`config.mk`:
```
export PLATFORM = sky130hd
export DESIGN_NAME = branch_resolve_unit
export DESIGN_NICKNAME = d
export VERILOG_FILES = /design/src/rtl/branch_resolve_unit.sv
export SDC_FILE = /design/constraint.sdc
export NUM_CORES = 1
export LEC_CHECK = 0
export BUFFER_PORTS_ARGS = -buffer_cell sky130_fd_sc_hd__buf_2
export CAP_MARGIN = 15
export CORE_UTILIZATION = 52
export CTS_BUF_LIST = sky130_fd_sc_hd__clkbuf_8
export DETAILED_ROUTE_END_ITERATION = 8
export PLACE_DENSITY = 0.82
export SLEW_MARGIN = 20
export SYNTH_ARGS = -nofsm -noshare
export SYNTH_HDL_FRONTEND = slang
export SYNTH_SLANG_ARGS = --single-unit
```
`constraint.sdc`:
```
create_clock -name clk -period 7.7 [get_ports clk]
set_input_delay 0.385 -clock clk [delete_from_list [all_inputs] [get_ports clk]]
set_output_delay 0.385 -clock clk [all_outputs]
set_load 0.05 [all_outputs]
```
`src/rtl/branch_resolve_unit.sv`:
```
// Branch resolution stage: evaluates the B-type condition selected by the
// one-hot funct3 decode, computes the redirect target, flags mispredictions
// and trains a direct-mapped table of 2-bit bimodal counters that fetch
// reads combinationally. PIPE selects a registered or combinational result.
module branch_resolve_unit #(
  parameter int XLEN      = 32,
  parameter int BHT_DEPTH = 16,
  parameter int PIPE      = 1
) (
  input  logic            clk,
  input  logic            rst,
  input  logic [XLEN-1:0] lookup_pc,
  output logic            pred_taken,
  input  logic            in_valid,
  output logic            in_ready,
  input  logic [7:0]      decoded_f3,
  input  logic            B,
  input  logic [XLEN-1:0] rs1,
  input  logic [XLEN-1:0] rs2,
  input  logic [XLEN-1:0] pc,
  input  logic [XLEN-1:0] imm,
  input  logic            in_pred_taken,
  input  logic            flush,
  output logic            out_valid,
  input  logic            out_ready,
  output logic            taken,
  output logic            mispredict,
  output logic [XLEN-1:0] redirect_pc,
  output logic [2:0]      comp_code,
  output logic            illegal
);

  localparam int IDX = $clog2(BHT_DEPTH);

  // Everything the retirement side needs, including where to train.
  typedef struct packed {
    logic            taken;
    logic            mispredict;
    logic [XLEN-1:0] redirect_pc;
    logic [2:0]      comp_code;
    logic            illegal;
    logic            train;
    logic [IDX-1:0]  idx;
  } result_t;

  result_t    res;
  result_t    out_r;
  logic       out_v;
  logic       bad;
  logic       cond;
  logic [2:0] code;
  logic [1:0] bht [BHT_DEPTH];
  logic       retire;

  // PC alignment bits and bits above the table index never select a counter.
  logic unused_lookup_bits;
  assign unused_lookup_bits = ^{lookup_pc[XLEN-1:IDX+2], lookup_pc[1:0]};

  // Decode the comparison, evaluate it and build the full result.
  always_comb begin
    // NOTE: every variable gets a default first so no path can leave one
    // unassigned and infer a latch.
    res  = '0;
    cond = 1'b0;
    code = 3'd0;
    bad  = B && (decoded_f3[2] || decoded_f3[3] || ((decoded_f3 & 8'hF3) == 8'h00));
    if (!B)                 code = 3'd0;
    else if (bad)           code = 3'd7;
    else if (decoded_f3[0]) code = 3'd0;
    else if (decoded_f3[1]) code = 3'd1;
    else if (decoded_f3[4]) code = 3'd2;
    else if (decoded_f3[5]) code = 3'd3;
    else if (decoded_f3[6]) code = 3'd4;
    else                    code = 3'd5;
    case (code)
      3'd0:    cond = (rs1 == rs2);
      3'd1:    cond = (rs1 != rs2);
      3'd2:    cond = ($signed(rs1) <  $signed(rs2));
      3'd3:    cond = ($signed(rs1) >= $signed(rs2));
      3'd4:    cond = (rs1 <  rs2);
      3'd5:    cond = (rs1 >= rs2);
      default: cond = 1'b0;
    endcase
    res.taken       = B && !bad && cond;
    res.mispredict  = res.taken != in_pred_taken;
    res.redirect_pc = res.taken ? (pc + imm) : (pc + XLEN'(4));
    res.comp_code   = code;
    res.illegal     = bad;
    res.train       = B && !bad;
    res.idx         = pc[IDX+1:2];
  end

  if (PIPE != 0) begin : g_pipe
    result_t r_q;
    logic    v_q;
    logic    accept;

    assign in_ready = (!v_q || out_ready) && !flush;
    assign accept   = in_valid && in_ready;

    // Single output register: flush wins, then capture, then drain.
    always_ff @(posedge clk) begin
      // NOTE: sequential state uses non-blocking assignments so every
      // register samples pre-edge values regardless of statement order.
      if (rst) begin
        v_q <= 1'b0;
        r_q <= '0;
      end else if (flush) begin
        v_q <= 1'b0;
      end else if (accept) begin
        v_q <= 1'b1;
        r_q <= res;
      end else if (out_ready) begin
        v_q <= 1'b0;
      end
    end

    assign out_v = v_q;
    assign out_r = r_q;
  end else begin : g_comb
    assign in_ready = out_ready && !flush;
    assign out_v    = in_valid && !flush;
    assign out_r    = res;
  end

  assign out_valid   = out_v;
  assign taken       = out_r.taken;
  assign mispredict  = out_r.mispredict;
  assign redirect_pc = out_r.redirect_pc;
  assign comp_code   = out_r.comp_code;
  assign illegal     = out_r.illegal;

  assign retire = out_v && out_ready && !flush && out_r.train;

  // Bimodal counters: reset to weakly not-taken, trained on retirement.
  always_ff @(posedge clk) begin
    if (rst) begin
      // NOTE: this table is deliberately reset; prediction state must start
      // from a known weakly-not-taken value, unlike a plain data memory.
      for (int i = 0; i < BHT_DEPTH; i++) bht[i] <= 2'd1;
    end else if (retire) begin
      if (out_r.taken) begin
        if (bht[out_r.idx] != 2'd3) bht[out_r.idx] <= bht[out_r.idx] + 2'd1;
      end else begin
        if (bht[out_r.idx] != 2'd0) bht[out_r.idx] <= bht[out_r.idx] - 2'd1;
      end
    end
  end

  assign pred_taken = bht[lookup_pc[IDX+1:2]][1];

endmodule

```
## Word level (Yosys, flattened, before mapping)

Memory sizes are Yosys's and may differ from the RTL's. A register that Yosys moved wholly into a read port is not among the register bits.
Cells that the tools add are included.

| word-level totals | value |
|---|---|
| register bits | 44 |
| bits in writable memories | 32 |
| input bits | 175 |
| output and inout port bits | 41 |
| logic and storage cells | 78 |
| memories | 1 |

| cells by class | value |
|---|---|
| add/sub/neg operators | 4 |
| order comparisons | 4 |
| eq/ne operators | 9 |
| mux-type cells | 29 |
| bitwise logic cells | 2 |
| reduce and logical (&&, ||, !) cells | 21 |

Memories:

| memory | depth | width | read ports | clocked after Yosys merged registers in | wr ports | RTL line | text |
|---|---|---|---|---|---|---|---|
| bht | 16 | 2 | 2 | 1 | 16 | 52 | `logic [1:0] bht [BHT_DEPTH];` |

Operator list:

| kind | count |
|---|---|
| >= comparator 32 bit | 2 |
| < comparator 32 bit | 2 |
| adder 32 x 3 -> 32 bit, second input constant | 1 |
| adder 32 bit | 1 |
| == test 32 bit | 1 |
| 2-to-1 mux 32 bit | 1 |
| inequality test 32 bit | 1 |
| 2-to-1 mux 3 bit | 6 |
| 2-to-1 mux 1 bit | 16 |
| 2-to-1 mux 4 bit | 3 |
| logical AND 1 bit | 8 |
| logical NOT 8 bit | 1 |
| == test 3 x 2 -> 1 bit, second input constant | 2 |
| == test 3 bit, second input constant | 2 |
| one-hot mux 1 bit (6 select lines) | 1 |
| 2-to-1 mux 2 bit | 2 |
| nonzero test 2 bit | 2 |
| OR reduction 2 bit | 2 |
| == test 3 x 1 -> 1 bit, second input constant | 1 |
| logical NOT 1 bit | 3 |
| logical NOT 3 bit | 1 |
| logical OR 1 bit | 3 |
| adder 2 x 1 -> 2 bit, second input constant | 1 |
| inequality test 2 bit, second input constant | 1 |
| 5 further kinds | 5 |

## Longest topological paths before layout

| logic depth | value |
|---|---|
| word-level depth | 11 |
| depth in mapped cells | 14 |
| mapped depth without buffers | 12 |

## Worst setup path after synthesis

Ideal clock, no wire load.

| timing path | value |
|---|---|
| kind | input port to flip-flop |
| start | input rs2[31] |
| end | register g_pipe.r_q (netlist bit redirect_pc[17]) |
| library setup time | 118 ps |
| data arrival time | 2834 ps |
| slack | 4747 ps |
| stages on the path | 14 |
| buffers on the path | 3 |
| cells stage by stage | inv_1 -> ha_1 -> nand4_4 -> nor2_1 -> a221oi_1 -> o211ai_1 -> a311o_1 -> or3_1 -> buf_2 -> and2_4 -> buf_6 -> buf_6 -> nor3_2 -> o21ai_1 |

| between the ends | value |
|---|---|
| word-level cells in the longest chain between the ends | 4 |
| elaborated cells between the ends (all ways) | 9 |
| classes of those cells | order compare: 4; eq/ne: 2; mux: 2; reduce/logical: 1 |

RTL lines:

| element | RTL line | text |
|---|---|---|
| start: declaration | 19 | `input logic [XLEN-1:0] rs2,` |
| >= comparator 32 bit (tied with other cells) | 81 | `3'd5: cond = (rs1 >= rs2);` |
| one-hot mux 1 bit (6 select lines) * | 75 | `case (code)` |
| logical AND 1 bit * | 84 | `res.taken = B && !bad && cond;` |
| 2-to-1 mux 32 bit * | 86 | `res.redirect_pc = res.taken ? (pc + imm) : (pc + XLEN'(4));` |
| end signal: assignment | 112 | `r_q <= res;` |
| end: declaration | 94 | `result_t r_q;` |

Mark *: on every way between the ends. The rest lies on a longest branch, timed or not.
A chain may end at the register's enable or synchronous reset.

==> flow_summary.html <==
<table>
<tr><th>Metric</th><th>Value</th></tr>
<tr><th colspan="2">Status</th></tr>
<tr><td>Run status</td><td>complete, no violations</td></tr>
<tr><th colspan="2">Critical path</th></tr>
<tr><td>Capturing element type of the critical path</td><td>flop</td></tr>
<tr><td>Buffers and inverters on the worst path</td><td>0</td></tr>
<tr><td>Startpoint-to-endpoint class of the critical path</td><td>flop to flop</td></tr>
<tr><td>Critical-path cell with the highest stage delay</td><td>dfxtp_1</td></tr>
<tr><td>FF-to-FF setup slack</td><td>4290 ps</td></tr>
<tr><td>Top cell family by delay on the critical path</td><td>multiplexers</td></tr>
<tr><td>Cell-by-cell listing of the critical path</td><td>mux4_2 &gt; mux4_2 &gt; and2_1 &gt; a211oi_2 &gt; nand2_1 &gt; o31ai_1</td></tr>
<tr><td>R2R depth</td><td>6</td></tr>
<tr><td>Critical path data arrival time</td><td>3420 ps</td></tr>
<tr><td>Critical path required time</td><td>7710 ps</td></tr>
<tr><td>Critical path startpoint category</td><td>flop</td></tr>
<tr><td>Endpoint of the lowest-slack register-to-register path</td><td>bht[3][0]$_SDFFCE_PN1P_</td></tr>
<tr><td>Most frequent CP cell</td><td>mux4_2</td></tr>
<tr><td>Number of logic stages on the critical path including buffering</td><td>6</td></tr>
<tr><td>Delay of the slowest cell on the worst path</td><td>680 ps</td></tr>
<tr><td>Worst Path Max Fanout</td><td>8</td></tr>
<tr><th colspan="2">Synth</th></tr>
<tr><td>Number of instances in the synthesized netlist</td><td>847</td></tr>
<tr><td>Cell area after technology mapping</td><td>7100 sq um</td></tr>
<tr><td>Post-synthesis adder-cell area fraction</td><td>11.6%</td></tr>
<tr><td>Total nets after synthesis</td><td>1,087</td></tr>
<tr><td>EDFF count, synth</td><td>32</td></tr>
<tr><td>Cell variety after synth</td><td>68</td></tr>
<tr><td>Yosys reg bits</td><td>80</td></tr>
<tr><td>Dominant combinational cell family by area after synthesis</td><td>simple AND/OR/NAND/NOR gates</td></tr>
<tr><td>Most common flop cell mapped by yosys</td><td>dfxtp_1</td></tr>
<tr><td>Avg Synthesized Cell Area</td><td>8.39 sq um</td></tr>
<tr><td>Complex-gate fraction of the synthesized area</td><td>19.7%</td></tr>
<tr><td>Total number of yosys warnings</td><td>0</td></tr>
<tr><td>Area share of the largest cell type after synthesis</td><td>13.5%</td></tr>
<tr><td>Library cell occupying the most area in the post-synthesis netlist</td><td>dfxtp_1</td></tr>
<tr><td>Simple-gate share of the synthesized area</td><td>19.7%</td></tr>
<tr><td>Fraction of synthesized area in multiplexers</td><td>7.61%</td></tr>
<tr><td>FFs w/ async S/R, synth</td><td>0%</td></tr>
<tr><td>Xor and xnor fraction of the mapped netlist area</td><td>6.29%</td></tr>
<tr><td>Part of the Yosys area used for sequential elements</td><td>27.1%</td></tr>
<tr><td>Synth top area cells</td><td>dfxtp_1 14%, edfxtp_1 14%, ha_1 11%, mux4_2 4.8%, nand2_1 4.7%</td></tr>
<tr><th colspan="2">Power</th></tr>
<tr><td>Leakage component of the power</td><td>3.54 nW</td></tr>
<tr><td>Power Dens Cells</td><td>155 nW/um^2</td></tr>
<tr><td>Worst vdd rail ir drop</td><td>0.0000763 V</td></tr>
<tr><th colspan="2">Place</th></tr>
<tr><td>Number of cells in the design after placement</td><td>1,150</td></tr>
<tr><td>Number of buffer cells added on primary ports</td><td>187</td></tr>
<tr><td>Weighted congestion reported at the end of routability-driven placement</td><td>0.885</td></tr>
<tr><td>Sum of net half-perimeters after detailed placement</td><td>14.1 mm</td></tr>
<tr><th colspan="2">Floorplanning</th></tr>
<tr><td>Core ar.</td><td>13,300 sq um</td></tr>
<tr><td>Top Ports</td><td>216</td></tr>
<tr><td>Die Y-Extent</td><td>119 microns</td></tr>
<tr><td>Initial core utilization</td><td>53.4%</td></tr>
<tr><td>Floorplan row count</td><td>42</td></tr>
<tr><td>Die width</td><td>119 microns</td></tr>
<tr><td>Die outline area</td><td>14,100 sq um</td></tr>
<tr><th colspan="2">Timing</th></tr>
<tr><td>Slew Limit Fails</td><td>0</td></tr>
<tr><td>Post-route worst hold slack</td><td>266 ps</td></tr>
<tr><td>Max_slew headroom</td><td>45.2%</td></tr>
<tr><td>Portion of the clock cycle consumed by the worst path in the final layout</td><td>44.3%</td></tr>
<tr><td>Setup Skew</td><td>13.4 ps</td></tr>
<tr><td>Final number of hold-violating endpoints</td><td>0</td></tr>
<tr><td>Unrepaired setup endpoints after global routing</td><td>false</td></tr>
<tr><td>Final setup violation count</td><td>0</td></tr>
<tr><td>Final setup TNS</td><td>0 ps</td></tr>
<tr><td>Fin crit period</td><td>3410 ps</td></tr>
<tr><td>Maximum operating frequency</td><td>293 MHz</td></tr>
<tr><td>Worst-margin pin slew</td><td>819 ps</td></tr>
<tr><th colspan="2">Clocking</th></tr>
<tr><td>Max Root-Sink Buffers</td><td>2</td></tr>
<tr><td>Number of setup buffers added after CTS</td><td>0</td></tr>
<tr><td>Register clock-pin slew on the reported worst setup and hold paths</td><td>90 ps</td></tr>
<tr><td>Number of clock buffers inserted by TritonCTS</td><td>9</td></tr>
<tr><td>Clock latency on the worst-skew pair</td><td>370 ps</td></tr>
<tr><td>CTS sink count</td><td>80</td></tr>
<tr><td>CTS tree</td><td>built</td></tr>
<tr><td>H-tree levels</td><td>3</td></tr>
<tr><td>Clock root cell</td><td>clkbuf_8</td></tr>
<tr><td>Hold-fix buffers at CTS</td><td>0</td></tr>
<tr><td>Total of cells resized after clock tree synthesis</td><td>0</td></tr>
<tr><th colspan="2">Detailed routing</th></tr>
<tr><td>Average vias per placed instance</td><td>5.75</td></tr>
<tr><td>Average wire per cell in the routed design</td><td>15.2 microns</td></tr>
<tr><td>First-iteration detailed-routing DRC count</td><td>356</td></tr>
<tr><td>Post-detailed-routing wire length</td><td>17.7 mm</td></tr>
<tr><td>Remaining routing DRC violations</td><td>0</td></tr>
<tr><td>Router iterations before antenna repair</td><td>5</td></tr>
<tr><td>Vias</td><td>6,701</td></tr>
<tr><td>Post-DRT Antenna Nets</td><td>0</td></tr>
<tr><th colspan="2">Global routing</th></tr>
<tr><td>First-pass GRT wire length</td><td>29.0 mm</td></tr>
<tr><td>Overall track demand over capacity in global routing</td><td>25.4%</td></tr>
<tr><td>Largest net degree at the start of global routing</td><td>38</td></tr>
<tr><td>Antenna violations before repair</td><td>0</td></tr>
<tr><td>Number of global-route vias before repair</td><td>6,348</td></tr>
<tr><td>Final global-route overflow total</td><td>0</td></tr>
<tr><th colspan="2">Worst hold path</th></tr>
<tr><td>Sink of the worst hold path</td><td>out_valid$_SDFFE_PP0P_</td></tr>
<tr><td>Min-Delay Path Depth</td><td>2</td></tr>
<tr><td>Hold WC Path Type</td><td>input pin to flop</td></tr>
<tr><td>Worst min-delay path startpoint</td><td>in_valid</td></tr>
<tr><th colspan="2">Cells and area</th></tr>
<tr><td>Post-layout net count</td><td>1,225</td></tr>
<tr><td>Fill cell instance count of the final layout</td><td>1,176</td></tr>
<tr><td>Layout Cells excl Fill</td><td>1,166</td></tr>
<tr><td>Number of antenna repair diodes</td><td>0</td></tr>
<tr><td>Synthesis-to-layout area growth</td><td>14.4%</td></tr>
<tr><td>Share of post-route cells with drive strength above 1</td><td>24.2%</td></tr>
<tr><th colspan="2">Job</th></tr>
<tr><td>Max capacitance violation total</td><td>0</td></tr>
</table>
Yosys cell counts (21+ instances only):
master,number
a21oi_1,62
buf_4,36
clkbuf_1,21
dfxtp_1,48
edfxtp_1,32
ha_1,64
inv_1,48
nand2_1,89
nand3_1,42
nor2_1,66
o21ai_0,34
o21ai_1,28
xnor2_1,32
cell type report:
type / count / area (sq um) / area share, %
repair buffers: 191 / 966 / 11.9
clock inverters: 5 / 86.3 / 1.06
multi-input cells: 655 / 4600 / 56.6
flip-flops and latches: 80 / 1920 / 23.6
clock buffers: 11 / 151 / 1.86
well taps: 176 / 220 / 2.71
inverters: 48 / 180 / 2.22
logic make-up (layout without fill, tap and decap cells):
logic type                 after synthesis  count (layout)
and+or+nand+nor                        288             288
AOI/OAI and AO/OA                      216             216
buffers and inverters                  112             255
DFF                                     80              80
adders and majority gates               65              65
xor gates and xnor gates                51              51
muxes                                   35              35
report_power, final:
group,switching (mW),internal [mW]
logic,0.254,0.162
registers,0.0155,0.459
clock network,0.167,0.203
worst reg2reg max path, cell delays in order (launching register included):
cell and delay, ps:
dfxtp_1 680, mux4_2 570, mux4_2 550, and2_1 220
a211oi_2 390, nand2_1 200, o31ai_1 450
registers in the layout (all words and copies together), names as in the netlist, named ones only:
register,cells
bht,32
redirect_pc,32
g_pipe.r_q,5
comp_code,3
illegal,1
mispredict,1
out_valid,1
taken,1
per-layer routing:
metal  GRT usage, %  up-vias  routed length [microns]
met3           4.31       44                     1210
met4           10.4        0                      483
met1           31.6     3092                     7450
met5              0        -                        0
li1               -     3331                        -
met2           43.6      234                     8590
cells in the final DEF, fill, tap and decap left out, drive strengths merged, types with 4 or more instances in the layout:
cell,synthesis,layout
nand4,13,13
buf,43,191
a32oi,4,4
ha,64,64
nand2,90,90
or3,7,7
nand2b,14,14
mux2i,18,18
o31ai,8,8
and3,9,9
xnor2,32,32
edfxtp,32,32
dfxtp,48,48
clkbuf,21,11
and4,4,4
o211ai,5,5
mux4,15,15
inv,48,49
a31oi,5,5
a211oi,16,16
nor2,66,66
nor3,17,17
xor2,19,19
nor2b,6,6
o21bai,8,8
nand3,42,42
a21o,14,14
a21oi,63,63
o21ai,62,62
and2,7,7
a221oi,5,5
how the worst max path moves through the flow:
stage | startpoint | endpoint | slack, ps
after floorplan | rs2[31] | redirect_pc[17]$_SDFFE_PP0P_ | 4750
after global placement | flop | bht[2][1]$_SDFFCE_PN0P_ | 4350
after detailed placement | flop | bht[2][1]$_SDFFCE_PN0P_ | 4260
after CTS | flop | bht[2][0]$_SDFFCE_PN1P_ | 4240
after global routing | flop | bht[2][0]$_SDFFCE_PN1P_ | 4140
final | flop | bht[3][0]$_SDFFCE_PN1P_ | 4290
stage by stage:
step	power, mW	worst slack [ps]	area (sq um)	utilization (%)
finish	1.26	4290	8130	61.1
global route	1.32	4140	8130	61.1
CTS	1.26	4240	8130	61.1
detailed placement	0.896	4260	7890	59.3
global placement	0.890	4350	7890	59.3
floorplan	0.800	4750	7100	-
No activity file was read; power rests on OpenSTA's default activity.
